<file path="config.mk">
export PLATFORM = sky130hd
export DESIGN_NAME = pipeif
export DESIGN_NICKNAME = d
export VERILOG_FILES = /design/src/rtl/pipe_pkg.sv /design/src/rtl/pc_sel.sv /design/src/rtl/pipeif.sv
export SDC_FILE = /design/constraint.sdc
export NUM_CORES = 1
export LEC_CHECK = 0
export ABC_AREA = 1
export CAP_MARGIN = 25
export CORE_MARGIN = 5
export CORE_UTILIZATION = 40
export CTS_BUF_LIST = sky130_fd_sc_hd__clkbuf_4 sky130_fd_sc_hd__clkbuf_8
export CTS_CLUSTER_DIAMETER = 120
export DETAILED_ROUTE_END_ITERATION = 6
export DONT_BUFFER_PORTS = 1
export GPL_TIMING_DRIVEN = 0
export SETUP_SLACK_MARGIN = 0.4
export SLEW_MARGIN = 25
export SYNTH_ARGS = -nofsm -noshare
export SYNTH_HDL_FRONTEND = slang
export SYNTH_SLANG_ARGS = --single-unit
export TNS_END_PERCENT = 10
</file>
<file path="constraint.sdc">
create_clock -name clk -period 2.25 [get_ports clk]
set_clock_uncertainty 0.2 [all_clocks]
set_input_delay 0.225 -clock clk [delete_from_list [all_inputs] [get_ports clk]]
set_output_delay 0.225 -clock clk [all_outputs]
set_load 0.01 [all_outputs]
</file>
<file path="src/rtl/pipe_pkg.sv">
// Shared definitions for the instruction-fetch stage.
//   PCSRC_*      : next-PC select encodings driven by the ID stage
//   NOP_WORD     : instruction word injected as a pipeline bubble
//   RESET_PC_DEF : default fetch address after reset
//   fetch_state_t: fetch FSM states (issuing a request / holding a word)
package pipe_pkg;

    localparam logic [1:0] PCSRC_PC4 = 2'b00;
    localparam logic [1:0] PCSRC_BPC = 2'b01;
    localparam logic [1:0] PCSRC_RPC = 2'b10;
    localparam logic [1:0] PCSRC_JPC = 2'b11;

    localparam logic [31:0] NOP_WORD     = 32'h0000_0000;
    localparam logic [31:0] RESET_PC_DEF = 32'h0000_0000;

    typedef enum logic {
        S_REQ  = 1'b0,
        S_HOLD = 1'b1
    } fetch_state_t;

endpackage

</file>
<file path="src/rtl/pc_sel.sv">
// Next-PC target selection.
//   rpend/rtgt : a redirect captured earlier; when pending it overrides everything
//   pcsource   : ID-stage select (pc+4, branch, jr register, jump)
//   pc4        : sequential next address
//   bpc/rpc/jpc: redirect targets
//   tgt        : address to load into the PC on the next accept
module pc_sel
    import pipe_pkg::*;
(
    input  logic        rpend,
    input  logic [31:0] rtgt,
    input  logic [1:0]  pcsource,
    input  logic [31:0] pc4,
    input  logic [31:0] bpc,
    input  logic [31:0] rpc,
    input  logic [31:0] jpc,
    output logic [31:0] tgt
);

    always_comb begin
        tgt = pc4;
        if (rpend) begin
            tgt = rtgt;
        end else begin
            case (pcsource)
                PCSRC_BPC: tgt = bpc;
                PCSRC_RPC: tgt = rpc;
                PCSRC_JPC: tgt = jpc;
                default:   tgt = pc4;
            endcase
        end
    end

endmodule

</file>
<file path="src/rtl/pipeif.sv">
// Instruction-fetch stage feeding the IF/ID pipeline register.
//   clk, clrn      : clock, asynchronous active-low reset
//   stall          : ID load-use stall, IF/ID must hold
//   pcsource       : next-PC select from ID; bpc/rpc/jpc are its targets
//   imem_addr/req  : fetch address and request to instruction memory
//   imem_rdata/rdy : returned word, valid when imem_ready is high
//   pc4, ins       : PC+4 and instruction presented to IF/ID
//   wpcir          : IF/ID load enable
//   dbg_st         : current fetch FSM state
//   dbg_rpend      : a redirect is waiting for its delay slot to be fetched
//
// Handshake: a fetch word is "valid" when memory answers a request this
// cycle, or when a previously answered word is held. It is consumed
// ("accepted") in any cycle where it is valid and stall is low; only then
// does the PC advance. A stalled answer is parked in a holding buffer so
// memory is not asked again.
module pipeif
    import pipe_pkg::*;
#(
    parameter logic [31:0] RESET_PC = RESET_PC_DEF,
    parameter logic [31:0] NOP      = NOP_WORD
) (
    input  logic        clk,
    input  logic        clrn,
    input  logic        stall,
    input  logic [1:0]  pcsource,
    input  logic [31:0] bpc,
    input  logic [31:0] rpc,
    input  logic [31:0] jpc,
    output logic [31:0] imem_addr,
    output logic        imem_req,
    input  logic [31:0] imem_rdata,
    input  logic        imem_ready,
    output logic [31:0] pc4,
    output logic [31:0] ins,
    output logic        wpcir,
    output logic        dbg_st,
    output logic        dbg_rpend
);

    fetch_state_t st, st_next;
    logic [31:0]  pc;
    logic [31:0]  hold_buf;
    logic         rpend;
    logic [31:0]  rtgt;
    logic [31:0]  tgt;
    logic         valid;
    logic         accept;
    logic         capture;

    assign pc4       = pc + 32'd4;
    assign imem_addr = pc;
    assign imem_req  = (st == S_REQ);
    assign wpcir     = ~stall;
    assign dbg_st    = st;
    assign dbg_rpend = rpend;

    assign valid  = ((st == S_REQ) && imem_ready) || (st == S_HOLD);
    assign accept = valid && !stall;
    assign ins    = valid ? ((st == S_HOLD) ? hold_buf : imem_rdata) : NOP;

    // A branch leaving ID while its delay slot has not arrived yet: remember
    // the target so the delay slot still goes to the old PC's word. A pending
    // redirect wins over any later select (none should arrive behind bubbles).
    assign capture = !stall && (pcsource != PCSRC_PC4) && !valid && !rpend;

    pc_sel u_pc_sel (
        .rpend    (rpend),
        .rtgt     (rtgt),
        .pcsource (pcsource),
        .pc4      (pc4),
        .bpc      (bpc),
        .rpc      (rpc),
        .jpc      (jpc),
        .tgt      (tgt)
    );

    // FSM state register
    always_ff @(posedge clk or negedge clrn) begin
        if (!clrn) begin
            st <= S_REQ;
        end else begin
            st <= st_next;
        end
    end

    // FSM next state
    always_comb begin
        st_next = st;
        case (st)
            S_REQ:  if (imem_ready && stall) st_next = S_HOLD;
            S_HOLD: if (!stall)              st_next = S_REQ;
            default:                         st_next = S_REQ;
        endcase
    end

    // PC register: loads only when the current word is consumed
    always_ff @(posedge clk or negedge clrn) begin
        if (!clrn) begin
            pc <= RESET_PC;
        end else if (accept) begin
            pc <= tgt;
        end
    end

    // Holding buffer for a word answered during a stall
    always_ff @(posedge clk or negedge clrn) begin
        if (!clrn) begin
            hold_buf <= 32'h0000_0000;
        end else if ((st == S_REQ) && imem_ready && stall) begin
            hold_buf <= imem_rdata;
        end
    end

    // Pending redirect
    always_ff @(posedge clk or negedge clrn) begin
        if (!clrn) begin
            rpend <= 1'b0;
            rtgt  <= 32'h0000_0000;
        end else if (accept) begin
            rpend <= 1'b0;
        end else if (capture) begin
            rpend <= 1'b1;
            rtgt  <= tgt;
        end
    end

endmodule

</file>
## Yosys cells after proc, flatten, opt, wreduce, memory -nomap -nowiden

Index checks and enable logic that the tools add are counted.

| storage, ports and cells | value |
|---|---|
| flip-flop bits (word level) | 98 |
| output and inout port bits | 100 |
| logic and storage cells | 35 |

| operators by class | value |
|---|---|
| add/subtract/negate cells | 1 |
| equal/unequal tests | 3 |
| mux-type cells | 9 |
| bitwise logic cells | 3 |
| reduce and logical (&&, ||, !) cells | 14 |

Operators with widths:

| operator | number |
|---|---|
| 2-to-1 mux 32 bit | 3 |
| one-hot mux 32 bit (3 select lines) | 1 |
| adder 32 x 3 -> 32 bit, second input constant | 1 |
| logical AND 1 bit | 7 |
| equality test 2 bit, second input constant | 2 |
| 2-to-1 mux 1 bit | 4 |
| nonzero test 2 bit | 2 |
| zero test 1 bit | 3 |
| inverter 1 bit | 3 |
| equality test 2 x 1 -> 1 bit, second input constant | 1 |
| one-hot mux 1 bit (2 select lines) | 1 |
| AND reduction 2 bit | 1 |
| logical OR 1 bit | 1 |

## Longest topological paths before layout

Gate-level depths: netlist (run 1).

| logic depth | value |
|---|---|
| depth after elaboration | 8 |
| depth in mapped cells | 10 |

## Modules after synthesis

Synthesis (run 1) repeated with hierarchy kept, for this count alone.

| unflattened totals | value |
|---|---|
| cells, all modules | 954 |
| area, all modules | 6418.7 sq um |

Modules (own cells, without submodules):

| module | instances | cells each | area each (sq um) |
|---|---|---|---|
| pipeif | 1 | 632 | 4933.5 |
| pc_sel | 1 | 322 | 1485.2 |

## Worst setup path before layout (run 1)

Ideal clock, no wire load.

| timing path | value |
|---|---|
| path type | reg-to-reg |
| start | register pc[3], in the netlist imem_addr[3] |
| end | register pc[12], in the netlist imem_addr[12] |
| arrival time | 1.569 ns |
| path slack | 0.404 ns |
| cell stages (with the launch flop) | 10 |
| cell sequence | dfrtp_1 ha_1 nand2_1 nor2_1 nand2_1 nor2_1 nand2_1 nand2_1 o21ai_0 a21oi_1 |

| on the way | value |
|---|---|
| cells in the longest elaborated chain, start to end | 3 |

RTL lines:

| element | RTL line | source |
|---|---|---|
| from (decl) | pipeif.sv:42 | `logic [31:0] pc;` |
| from (signal assigned) | pipeif.sv:102 | `pc <= tgt;` |
| adder 32 x 3 -> 32 bit | pipeif.sv:51 | `assign pc4 = pc + 32'd4;` |
| via pc4[12] | pipeif.sv:34 | `output logic [31:0] pc4,` |
| one-hot mux 32 bit (3 select lines) | pc_sel.sv:25 | `case (pcsource)` |
| 2-to-1 mux 32 bit | pc_sel.sv:22 | `if (rpend) begin` |

The timed path passes the listed nets, and every way through them passes these cells.
A chain may end at the register's enable or synchronous reset.

## Worst setup path in the final report (run 1)

| timing path | value |
|---|---|
| start | register pc[2], in the netlist imem_addr[2] |
| end | output port pc4[20] |

| on the way | value |
|---|---|
| cells in the longest elaborated chain, start to end | 1 |

RTL lines:

| element | RTL line |
|---|---|
| adder 32 x 3 -> 32 bit | pipeif.sv:51 |
| to (decl) | pipeif.sv:34 |

No other way between the ends.

==> metrics, run 1 <==
number of levels the H-tree was split into 3; part of the total power dissipated in sequential elements 44.5%; sw power 2499 uW; unique cell type count in the Yosys netlist 26; status finished with violations; pin count of the biggest net entering global routing 99; average wire length per cell after detail routing 19.90 um; internal power of the cells 3612 uW; CP Data Required Time about 1800 ps; most common cell after layout, fill and taps aside sky130_fd_sc_hd__nand2_1; gr usage total 25.46%; post-synth net total about 1000; ratio of routed vias to standard cells 5.503; Die Y-Extent 132.5 um; site row count 44; die width 132.5 um; final setup violation count 8; final cell count without fillers between 1000 and 1500; kind of path behind the tightest hold check primary input to asynchronous set/reset pin; Finished Core Util 57.17%; vias in the first global route about 6500; HPWL after detailed placement roughly 16 mm; startpoint class of the critical path flop; initial drt markers 470; compound-cell area share of the yosys netlist between 10% and 20%; maximum VDD drop 0.0003090 V; count of unresolved DRC violations after routing 0; post-route total power 6111 uW; fraction of layout cells with a size suffix above 1 28.73%; Final Max Slew Viols 0; number of maximum-capacitance violations 0; Num CTS Buffers 9; insertion delay of the later-clocked pin in the worst-skew pair 380 ps; Tightest Pin Transition about 640 ps; worst setup slack for register-to-register paths about 180 ps; sequential cell area in the final layout roughly 0.0025 sq mm; top fanout value on the critical path 8; wirelength, routed 23.54 mm; part of the Yosys area used for sequential elements 40.85%; Final period util 103.4%; Mapped Avg Cell Area 6.575 sq um; proportion of total power due to net switching about 40%; via count of the routed design 6510; FF-to-FF path depth 8; effective utilization at floorplan 40.99%; power per cell area 730.0 mW/mm^2; multiplexer share of the synthesized area 0%; port buffer count 0; number of antenna repair diodes 0; endpoint type of the worst setup path output port; maximum operating frequency between 0.4 and 0.5 GHz; antenna violations before repair 0; first-pass iteration count of the detailed router 6; most frequent cells in the layout sky130_fd_sc_hd__nand2_1 (235), sky130_fd_sc_hd__inv_1 (88), sky130_fd_sc_hd__dfrtp_1 (70), sky130_fd_sc_hd__o21ai_0 (65), sky130_fd_sc_hd__a21oi_1 (60); violated checks hold timing, setup timing; count of hold buffers inserted by post-cts repair 53; count of antenna-violating nets left after detailed routing 0; clock-pin slew reported for the worst setup and hold paths after clock tree synthesis 110 ps; Synth Warn # 0; Hold WS -675.1 ps; Worst setup startpoint imem_addr[2]$_DFFE_PN0P_; leakage power summed over all cells between 0.003 and 0.004 uW; area enclosed by the die boundary 0.01756 sq mm; total standard cell area after synthesis about 0.006 sq mm; post-synthesis share of cell area spent on and, or, nand and nor gates 29.74%; unrepaired setup endpoints after global routing yes; count of fill cells added during filler insertion approximately 1300; multi-input logic area between 0.003 and 0.004 sq mm; sinks on the clock net 98; boundary pin count 234; final period demand of the worst path 2326 ps; global-route wire length before repair 35.69 mm; final estimated routing congestion in global placement just under 0.9; dominant combinational cell family by area after synthesis simple AND/OR/NAND/NOR gates; CTS Root Buffer Type sky130_fd_sc_hd__clkbuf_8; data arrival at the endpoint of the critical path about 1900 ps; maximum clock path buffer count 2; Final WS setup -76.32 ps; share of the synthesized netlist area taken by xor and xnor gates roughly 1.2%; Fin. Hold Viols slightly below 100; crit path to pc4[20]; beginning of the worst register-to-register path imem_addr[2]$_DFFE_PN0P_; number of instances in the synthesized netlist 913; P&R area growth vs syn 39.45%; reg2reg end imem_addr[12]$_DFFE_PN0P_; number of instances in the placed design 1097; portion of total power attributed to combinational logic 34.5%; Final Net Count 1130; CTS tree done; placeable core region between 0.01 and 0.015 sq mm; fraction of power consumed by the clock network 21.0%; share of synthesized cell area in full adder, half adder and majority cells 0.2084%; total global routing overflow 0; critical path start-end classification flop to output port; max_slew headroom 57.64%; flop and latch count out of synthesis 98
[Yosys cell counts]
cell type	number	share of area, %
sky130_fd_sc_hd__xor2_1	5	0.73
sky130_fd_sc_hd__ha_1	1	0.21
sky130_fd_sc_hd__inv_2	1	0.062
sky130_fd_sc_hd__buf_1	1	0.062
sky130_fd_sc_hd__xnor2_1	3	0.44
sky130_fd_sc_hd__buf_2	6	0.50
sky130_fd_sc_hd__o211ai_1	2	0.25
sky130_fd_sc_hd__nor2_4	1	0.19
sky130_fd_sc_hd__buf_4	2	0.25
sky130_fd_sc_hd__nand4_1	2	0.21
sky130_fd_sc_hd__clkbuf_1	34	2.1
sky130_fd_sc_hd__inv_1	95	5.9
sky130_fd_sc_hd__a211oi_1	2	0.25
sky130_fd_sc_hd__a31oi_1	6	0.63
sky130_fd_sc_hd__nand3_1	53	4.4
sky130_fd_sc_hd__dfrtp_1	98	41
sky130_fd_sc_hd__nand2_1	313	20
sky130_fd_sc_hd__nor4_4	1	0.35
sky130_fd_sc_hd__nor2_2	3	0.31
sky130_fd_sc_hd__nor2_1	73	4.6
sky130_fd_sc_hd__a21oi_1	68	5.7
sky130_fd_sc_hd__nand3b_1	1	0.13
sky130_fd_sc_hd__a22oi_1	1	0.13
sky130_fd_sc_hd__o21ai_1	28	2.3
sky130_fd_sc_hd__o21ai_0	109	9.1
sky130_fd_sc_hd__buf_6	4	0.75
[worst min-delay path by stage]
stage                     from                      end  slack [ps]  cells after the start
after floorplan           clrn    dbg_rpend$_DFFE_PN0P_        -270                      0
after global placement    clrn  hold_buf[9]$_DFFE_PN0P_        -270                      0
after detailed placement  clrn  hold_buf[9]$_DFFE_PN0P_        -270                      0
after CTS                 clrn  hold_buf[9]$_DFFE_PN0P_        -690                      0
after global routing      clrn  hold_buf[9]$_DFFE_PN0P_        -710                      0
final                     clrn  hold_buf[9]$_DFFE_PN0P_        -680                      0
[flip-flops by register name, indices dropped and copies added, names as in the netlist]
register	cells
rtgt	32
imem_addr	32
dbg_rpend	1
hold_buf	32
dbg_st	1
[critical path, stage by stage (launching register included)]
cell	delay, ps
sky130_fd_sc_hd__dfrtp_2	500
sky130_fd_sc_hd__ha_4	190
sky130_fd_sc_hd__nand2_4	60
sky130_fd_sc_hd__nor2_4	140
sky130_fd_sc_hd__nand2_4	140
sky130_fd_sc_hd__nor2_4	220
sky130_fd_sc_hd__nand3b_1	150
sky130_fd_sc_hd__nand2_2	120
[routing by layer]
metal  global-route usage, %  routed length, um
met1                   29.64               8997
met5                       0                  0
met3                   7.213               1991
met4                   9.642                731
met2                   44.50              11820
[kinds of logic (layout without fill, tap and decap cells)]
family / after synthesis / in the layout
and+or+nand+nor: 447 / 447
AOI/OAI and AO/OA: 216 / 216
buffers and inverters: 143 / 229
DFF: 98 / 98
xor gates and xnor gates: 8 / 8
adders and majority gates: 1 / 1
[final cells by class]
| cell class | count | area share (%) |
|---|---|---|
| clock inverters | 6 | 1.076 |
| multi-input cells | 672 | 47.56 |
| clock buffers | 9 | 1.480 |
| well taps | 184 | 2.750 |
| inverters | 96 | 4.424 |
| repair buffers | 71 | 8.384 |
| flip-flops and latches | 98 | 29.71 |
| plain buffers | 47 | 4.618 |
[stage by stage]
stage	setup slack [ps]	instance area, sq um	TNS, ps
after floorplan	404.0	6003	0
after global placement	-210.6	6233	-1457
after detailed placement	-203.9	6233	-1924
after CTS	-71.66	7849	-259.7
after global routing	-150.3	8372	-1012
final	-76.32	8372	-302.6
[power by group through the flow]
| stage | sequential [uW] | clock, uW | combinational (uW) |
|---|---|---|---|
| after global routing | 2770 | 1390 | 2320 |
| after CTS | 2670 | 1320 | 1880 |
| after detailed placement | 2630 | 0 | 1460 |
| final | 2720 | 1280 | 2110 |
| after global placement | 2620 | 0 | 1440 |
| after floorplan | 2490 | 0 | 1110 |
[repair_timing]
item / 4_1_cts / 5_1_grt
pin swaps: 75 / 77
gates resized for setup: 277 / 145
endpoints found under the hold margin: 150 / 98
setup endpoints to repair: 156 / 158
cloned: 0 / 1
buffers inserted: 7 / 10
No activity file was read; power rests on OpenSTA's default activity.
==> inputs of run 2 (changes only) <==
--- a/config.mk
+++ b/config.mk
@@ -7,7 +7,7 @@
 export LEC_CHECK = 0
 export ABC_AREA = 1
 export CAP_MARGIN = 25
-export CORE_MARGIN = 5
+export CORE_MARGIN = 2
 export CORE_UTILIZATION = 40
 export CTS_BUF_LIST = sky130_fd_sc_hd__clkbuf_4 sky130_fd_sc_hd__clkbuf_8
 export CTS_CLUSTER_DIAMETER = 120
@@ -19,4 +19,3 @@
 export SYNTH_ARGS = -nofsm -noshare
 export SYNTH_HDL_FRONTEND = slang
 export SYNTH_SLANG_ARGS = --single-unit
-export TNS_END_PERCENT = 10
==> run 2 against run 1 <==
Effect of this change:
- the flow still finishes with violations (hold timing, setup timing)
- first-iteration DRC count shrank 0.85%
- power grew 5.1%
- combinational power increased by 19%
- routed wire length grew 9.5%
- die area fell by 8.9%
- cell count up 3.6%
- critical endpoint unchanged
- largest power group unchanged
==> metrics, run 2 (synthesized netlist as in run 1, its figures left out) <==
status finished with violations; violated checks hold timing, setup timing; CTS Root Buffer Type sky130_fd_sc_hd__clkbuf_8; effective utilization at floorplan 41.15%; CTS tree done; maximum operating frequency 0.4318 GHz; multi-input logic area 0.004557 sq mm; antenna violations before repair 1; clock-pin slew reported for the worst setup and hold paths after clock tree synthesis 100 ps; first-pass iteration count of the detailed router 5; global-route wire length before repair between 30 and 40 mm; final period demand of the worst path ~2300 ps; total global routing overflow 0; Final Net Count 1172; gr usage total 29.69%; count of antenna-violating nets left after detailed routing 0; wirelength, routed 25.77 mm; leakage power summed over all cells about 0.0043 uW; kind of path behind the tightest hold check primary input to asynchronous set/reset pin; beginning of the worst register-to-register path dbg_st$_DFF_PN0_; HPWL after detailed placement 15.84 mm; Hold WS -677.3 ps; sequential cell area in the final layout about 0.0025 sq mm; P&R area growth vs syn 58.94%; endpoint type of the worst setup path output port; Final period util 102.9%; power per cell area 672.9 mW/mm^2; final estimated routing congestion in global placement 0.9073; top fanout value on the critical path 8; Finished Core Util 65.40%; most common cell after layout, fill and taps aside sky130_fd_sc_hd__nand2_1; pin count of the biggest net entering global routing 99; data arrival at the endpoint of the critical path about 1900 ps; ratio of routed vias to standard cells between 5 and 6; area enclosed by the die boundary 0.01600 sq mm; post-route total power 6421 uW; initial drt markers 466; critical path start-end classification flop to output port; startpoint class of the critical path flop; max_slew headroom 43.04%; die width approximately 130 um; sinks on the clock net 98; maximum clock path buffer count 2; Worst setup startpoint imem_addr[3]$_DFFE_PN0P_; via count of the routed design 6999; Num CTS Buffers 9; boundary pin count 234; Final Max Slew Viols 0; placeable core region 0.01459 sq mm; port buffer count 0; Fin. Hold Viols 100; number of antenna repair diodes 0; count of unresolved DRC violations after routing 0; average wire length per cell after detail routing ~21 um; Final WS setup -66.05 ps; most frequent cells in the layout sky130_fd_sc_hd__nand2_1 (176), sky130_fd_sc_hd__nand2_2 (90), sky130_fd_sc_hd__inv_1 (85), sky130_fd_sc_hd__dfrtp_1 (72), sky130_fd_sc_hd__o21ai_0 (58); Tightest Pin Transition roughly 850 ps; vias in the first global route 6732; count of fill cells added during filler insertion 1096; maximum VDD drop 0.0003257 V; Die Y-Extent 126.5 um; fraction of layout cells with a size suffix above 1 41.27%; unrepaired setup endpoints after global routing yes; DP Worst Slack -179.2 ps; worst setup slack for register-to-register paths approximately 130 ps; insertion delay of the later-clocked pin in the worst-skew pair 380 ps; site row count between 40 and 50; CP Data Required Time 1820 ps; number of maximum-capacitance violations 0; number of levels the H-tree was split into 3; final setup violation count 10
==> run 2: changes by cell type in the layout (fill, tap and decap cells not counted), sizes merged <==
cell / previous run / this run
clkinv: 2 / 4
buf: 40 / 74
inv: 97 / 95
clkbuf: 34 / 42
dlymetal6s4s: 0 / 1
dlygate4sd3: 53 / 54
clkinvlp: 1 / 2
bufinv: 2 / 0
==> run 2: per-stage QoR <==
step                cells  TNS, ps  area (sq um)
global route         1226    -1229          9542
detailed placement   1097    -2077          6233
floorplan             913        0          6003
global placement     1097    -1733          6233
CTS                  1202        0          8574
finish               1226   -241.4          9542
==> run 2: power by group <==
group,total (uW),switching (uW),internal (uW)
Sequential,2800,628,2170
Clock,1100,663,440
Combinational,2520,1490,1030
==> run 2: what timing repair did <==
item	4_1_cts	5_1_grt
buffers inserted	28	22
gates cloned	8	0
hold buffers	53	2
setup endpoints to repair	140	157
gates resized for setup	373	223
pin swaps	54	59
hold endpoints to repair	157	99
==> run 2: path summary, 6_finish.rpt <==
path                                             endpoint  depth (start not counted)
worst max-delay path                              pc4[20]                          7
worst min-delay path              hold_buf[8]$_DFFE_PN0P_                          0
worst max register to register       rtgt[16]$_DFFE_PN0P_                         11
worst min register to register   hold_buf[30]$_DFFE_PN0P_                          2
max in group asynchronous       imem_addr[23]$_DFFE_PN0P_                          0
min in group clk                  hold_buf[3]$_DFFE_PN0P_                          3
==> run 2: area by class of cell <==
type	instances	share of cell area [%]
repair buffers	113	13.41
plain buffers	47	4.576
multi-input cells	672	47.76
flip-flops and latches	98	26.04
clock buffers	11	1.521
well taps	184	2.413
inverters	96	3.960
clock inverters	5	0.3147
==> run 2: per-layer routing <==
metal / vias to the layer above / routed length [um] / global-route usage [%]
li1: 3168 / - / -
met1: 3323 / 9596 / 35.06
met2: 421 / 12990 / 52.53
met3: 85 / 2070 / 6.073
met4: 2 / 1096 / 12.28
met5: - / 13 / 0
==> run 2: critical path: stages (launching register included) <==
cell and delay [ps]:
sky130_fd_sc_hd__dfrtp_2 480, sky130_fd_sc_hd__ha_4 190, sky130_fd_sc_hd__nand2_4 60, sky130_fd_sc_hd__nor2_4 180
sky130_fd_sc_hd__nand2_8 110, sky130_fd_sc_hd__nor2_4 200, sky130_fd_sc_hd__nand3b_1 150, sky130_fd_sc_hd__nand2_2 130
==> inputs of run 3 (changes only) <==
--- a/config.mk
+++ b/config.mk
@@ -11,9 +11,11 @@
 export CORE_UTILIZATION = 40
 export CTS_BUF_LIST = sky130_fd_sc_hd__clkbuf_4 sky130_fd_sc_hd__clkbuf_8
 export CTS_CLUSTER_DIAMETER = 120
+export CTS_CLUSTER_SIZE = 8
 export DETAILED_ROUTE_END_ITERATION = 6
 export DONT_BUFFER_PORTS = 1
 export GPL_TIMING_DRIVEN = 0
+export HOLD_SLACK_MARGIN = 0.1
 export SETUP_SLACK_MARGIN = 0.4
 export SLEW_MARGIN = 25
 export SYNTH_ARGS = -nofsm -noshare
==> run 3 against run 2 <==
Effect of this change:
- the flow still finishes with violations (hold timing, setup timing)
- first-iteration DRC count increased by 15%
- combinational power rose by 4%
- routed wire length grew 4.1%
- worst setup slack got worse by 24 ps
- utilization grew 3.3 points
- sequential power hardly changed
==> metrics, run 3 (synthesized netlist as in run 1, its figures left out) <==
startpoint class of the critical path flop; reg2reg end rtgt[8]$_DFFE_PN0P_; Final Net Count 1224; top fanout value on the critical path 8; vias in the first global route 7125; count of antenna-violating nets left after detailed routing 0; endpoint type of the worst setup path output port; most frequent cells in the layout sky130_fd_sc_hd__nand2_1 (180), sky130_fd_sc_hd__dlygate4sd3_1 (102), sky130_fd_sc_hd__nand2_2 (89), sky130_fd_sc_hd__inv_1 (85), sky130_fd_sc_hd__dfrtp_1 (72); insertion delay of the later-clocked pin in the worst-skew pair 380 ps; final cell count without fillers 1278; port buffer count 0; effective utilization at floorplan 41.15%; final setup violation count 12; Final period util 104.0%; Num CTS Buffers 9; area enclosed by the die boundary 0.01600 sq mm; HPWL after detailed placement 15.84 mm; power per cell area roughly 650 mW/mm^2; Final Max Slew Viols 0; wirelength, routed 26.82 mm; maximum clock path buffer count 2; maximum operating frequency 0.4273 GHz; average wire length per cell after detail routing 20.99 um; total global routing overflow 0; met2 Use GR between 50% and 60%; Hold WS -673.0 ps; number of maximum-capacitance violations 0; final period demand of the worst path 2340 ps; ratio of routed vias to standard cells approximately 5.7; P&R area growth vs syn 66.99%; via count of the routed design roughly 7300; met1 routing resource usage after global routing 35.93%; unrepaired setup endpoints after global routing yes; fraction of layout cells with a size suffix above 1 39.58%; most common cell after layout, fill and taps aside sky130_fd_sc_hd__nand2_1; die width 126.5 um; status finished with violations; number of levels the H-tree was split into 3; count of unresolved DRC violations after routing 0; critical path start-end classification flop to output port; CP Data Required Time between 1500 and 2000 ps; violated checks hold timing, setup timing; accumulated negative setup slack -538.1 ps; global-route wire length before repair 38.51 mm; multi-input logic area 0.004532 sq mm; FF-to-FF path depth 11; worst setup slack for register-to-register paths 100 ps; sinks on the clock net between 90 and 100; initial drt markers 538; CTS Root Buffer Type sky130_fd_sc_hd__clkbuf_8; Die Y-Extent 126.5 um; leakage power summed over all cells about 0.0044 uW; number of instances in the placed design ~1100; boundary pin count 234; antenna violations before repair 0; placeable core region 0.01459 sq mm; number of antenna repair diodes 0; pin count of the biggest net entering global routing slightly below 100; beginning of the worst register-to-register path dbg_st$_DFF_PN0_; routing usage on met3 6.242%; count of fill cells added during filler insertion 1012; Final WS setup -90.24 ps; final estimated routing congestion in global placement 0.9073; kind of path behind the tightest hold check primary input to asynchronous set/reset pin; Tightest Pin Transition approximately 850 ps; maximum VDD drop 0.0003417 V; clock-pin slew reported for the worst setup and hold paths after clock tree synthesis roughly 100 ps; max_slew headroom a little over two fifths; post-place instance area 0.006233 sq mm; layer with the highest usage met2; Fin. Hold Viols 98; site row count 44; sequential cell area in the final layout around 0.0025 sq mm; CTS tree done; first-pass iteration count of the detailed router 5; data arrival at the endpoint of the critical path 1920 ps; total non-filler cell area in the finished layout between 0.01 and 0.015 sq mm; gr usage total 30.72%
[run 3: power breakdown]
| part | internal (uW) | switching, uW |
|---|---|---|
| combinational | 1100 | 1520 |
| sequential | 2170 | 625 |
| clock | 440 | 650 |
[run 3: what timing repair did]
item / CTS / global route
hold buffers: 101 / 2
buffers inserted: 28 / 27
pin swaps: 54 / 61
cloned: 8 / 0
resized for setup: 373 / 229
setup endpoints to repair: 140 / 158
hold endpoints to repair: 190 / 102
[run 3: per-layer routing]
layer / up-vias / part of all wire [%] / wire [um]
met2: 484 / 51 / 13690
met1: 3452 / 36 / 9778
li1: 3277 / - / -
met3: 94 / 8.5 / 2281
met5: - / 0 / 0
met4: 0 / 4.0 / 1076
[run 3: worst max path at each step]
stage	to	slack [ps]	start
CTS	pc4[28]	10	imem_addr[2]$_DFFE_PN0P_
detailed placement	rtgt[12]$_DFFE_PN0P_	-180	imem_addr[3]$_DFFE_PN0P_
finish	pc4[20]	-90	imem_addr[3]$_DFFE_PN0P_
global route	pc4[20]	-130	imem_addr[3]$_DFFE_PN0P_
floorplan	imem_addr[12]$_DFFE_PN0P_	400	imem_addr[3]$_DFFE_PN0P_
global placement	imem_addr[12]$_DFFE_PN0P_	-200	imem_addr[3]$_DFFE_PN0P_
[run 3: cell type report]
| type | count | area share [%] |
|---|---|---|
| tap | 184 | 2.297 |
| timing repair buffer | 165 | 17.86 |
| clock inverter | 5 | 0.2996 |
| sequential | 98 | 24.79 |
| multi-input combinational | 672 | 45.21 |
| buffer | 47 | 4.431 |
| inverter | 96 | 3.670 |
| clock buffer | 11 | 1.448 |
[run 3: critical path, stage by stage, from the launching register on]
cell and delay [ps]:
sky130_fd_sc_hd__dfrtp_2 490, sky130_fd_sc_hd__ha_4 190, sky130_fd_sc_hd__nand2_4 60, sky130_fd_sc_hd__nor2_4 180, sky130_fd_sc_hd__nand2_8 110, sky130_fd_sc_hd__nor2_4 200, sky130_fd_sc_hd__nand3b_1 150, sky130_fd_sc_hd__nand2_2 120
[run 3: through the flow]
step | total power (uW) | util [%] | worst slack [ps] | hold WS (ps)
finish | 6501 | 68.71 | -90.24 | -673.0
global route | 6836 | 68.71 | -130.2 | -699.1
CTS | 5959 | 62.07 | 10.29 | -693.4
detailed placement | 4076 | 42.73 | -179.2 | -268.4
global placement | 4049 | 42.73 | -199.3 | -268.5
floorplan | 3605 | - | 404.0 | -270.6
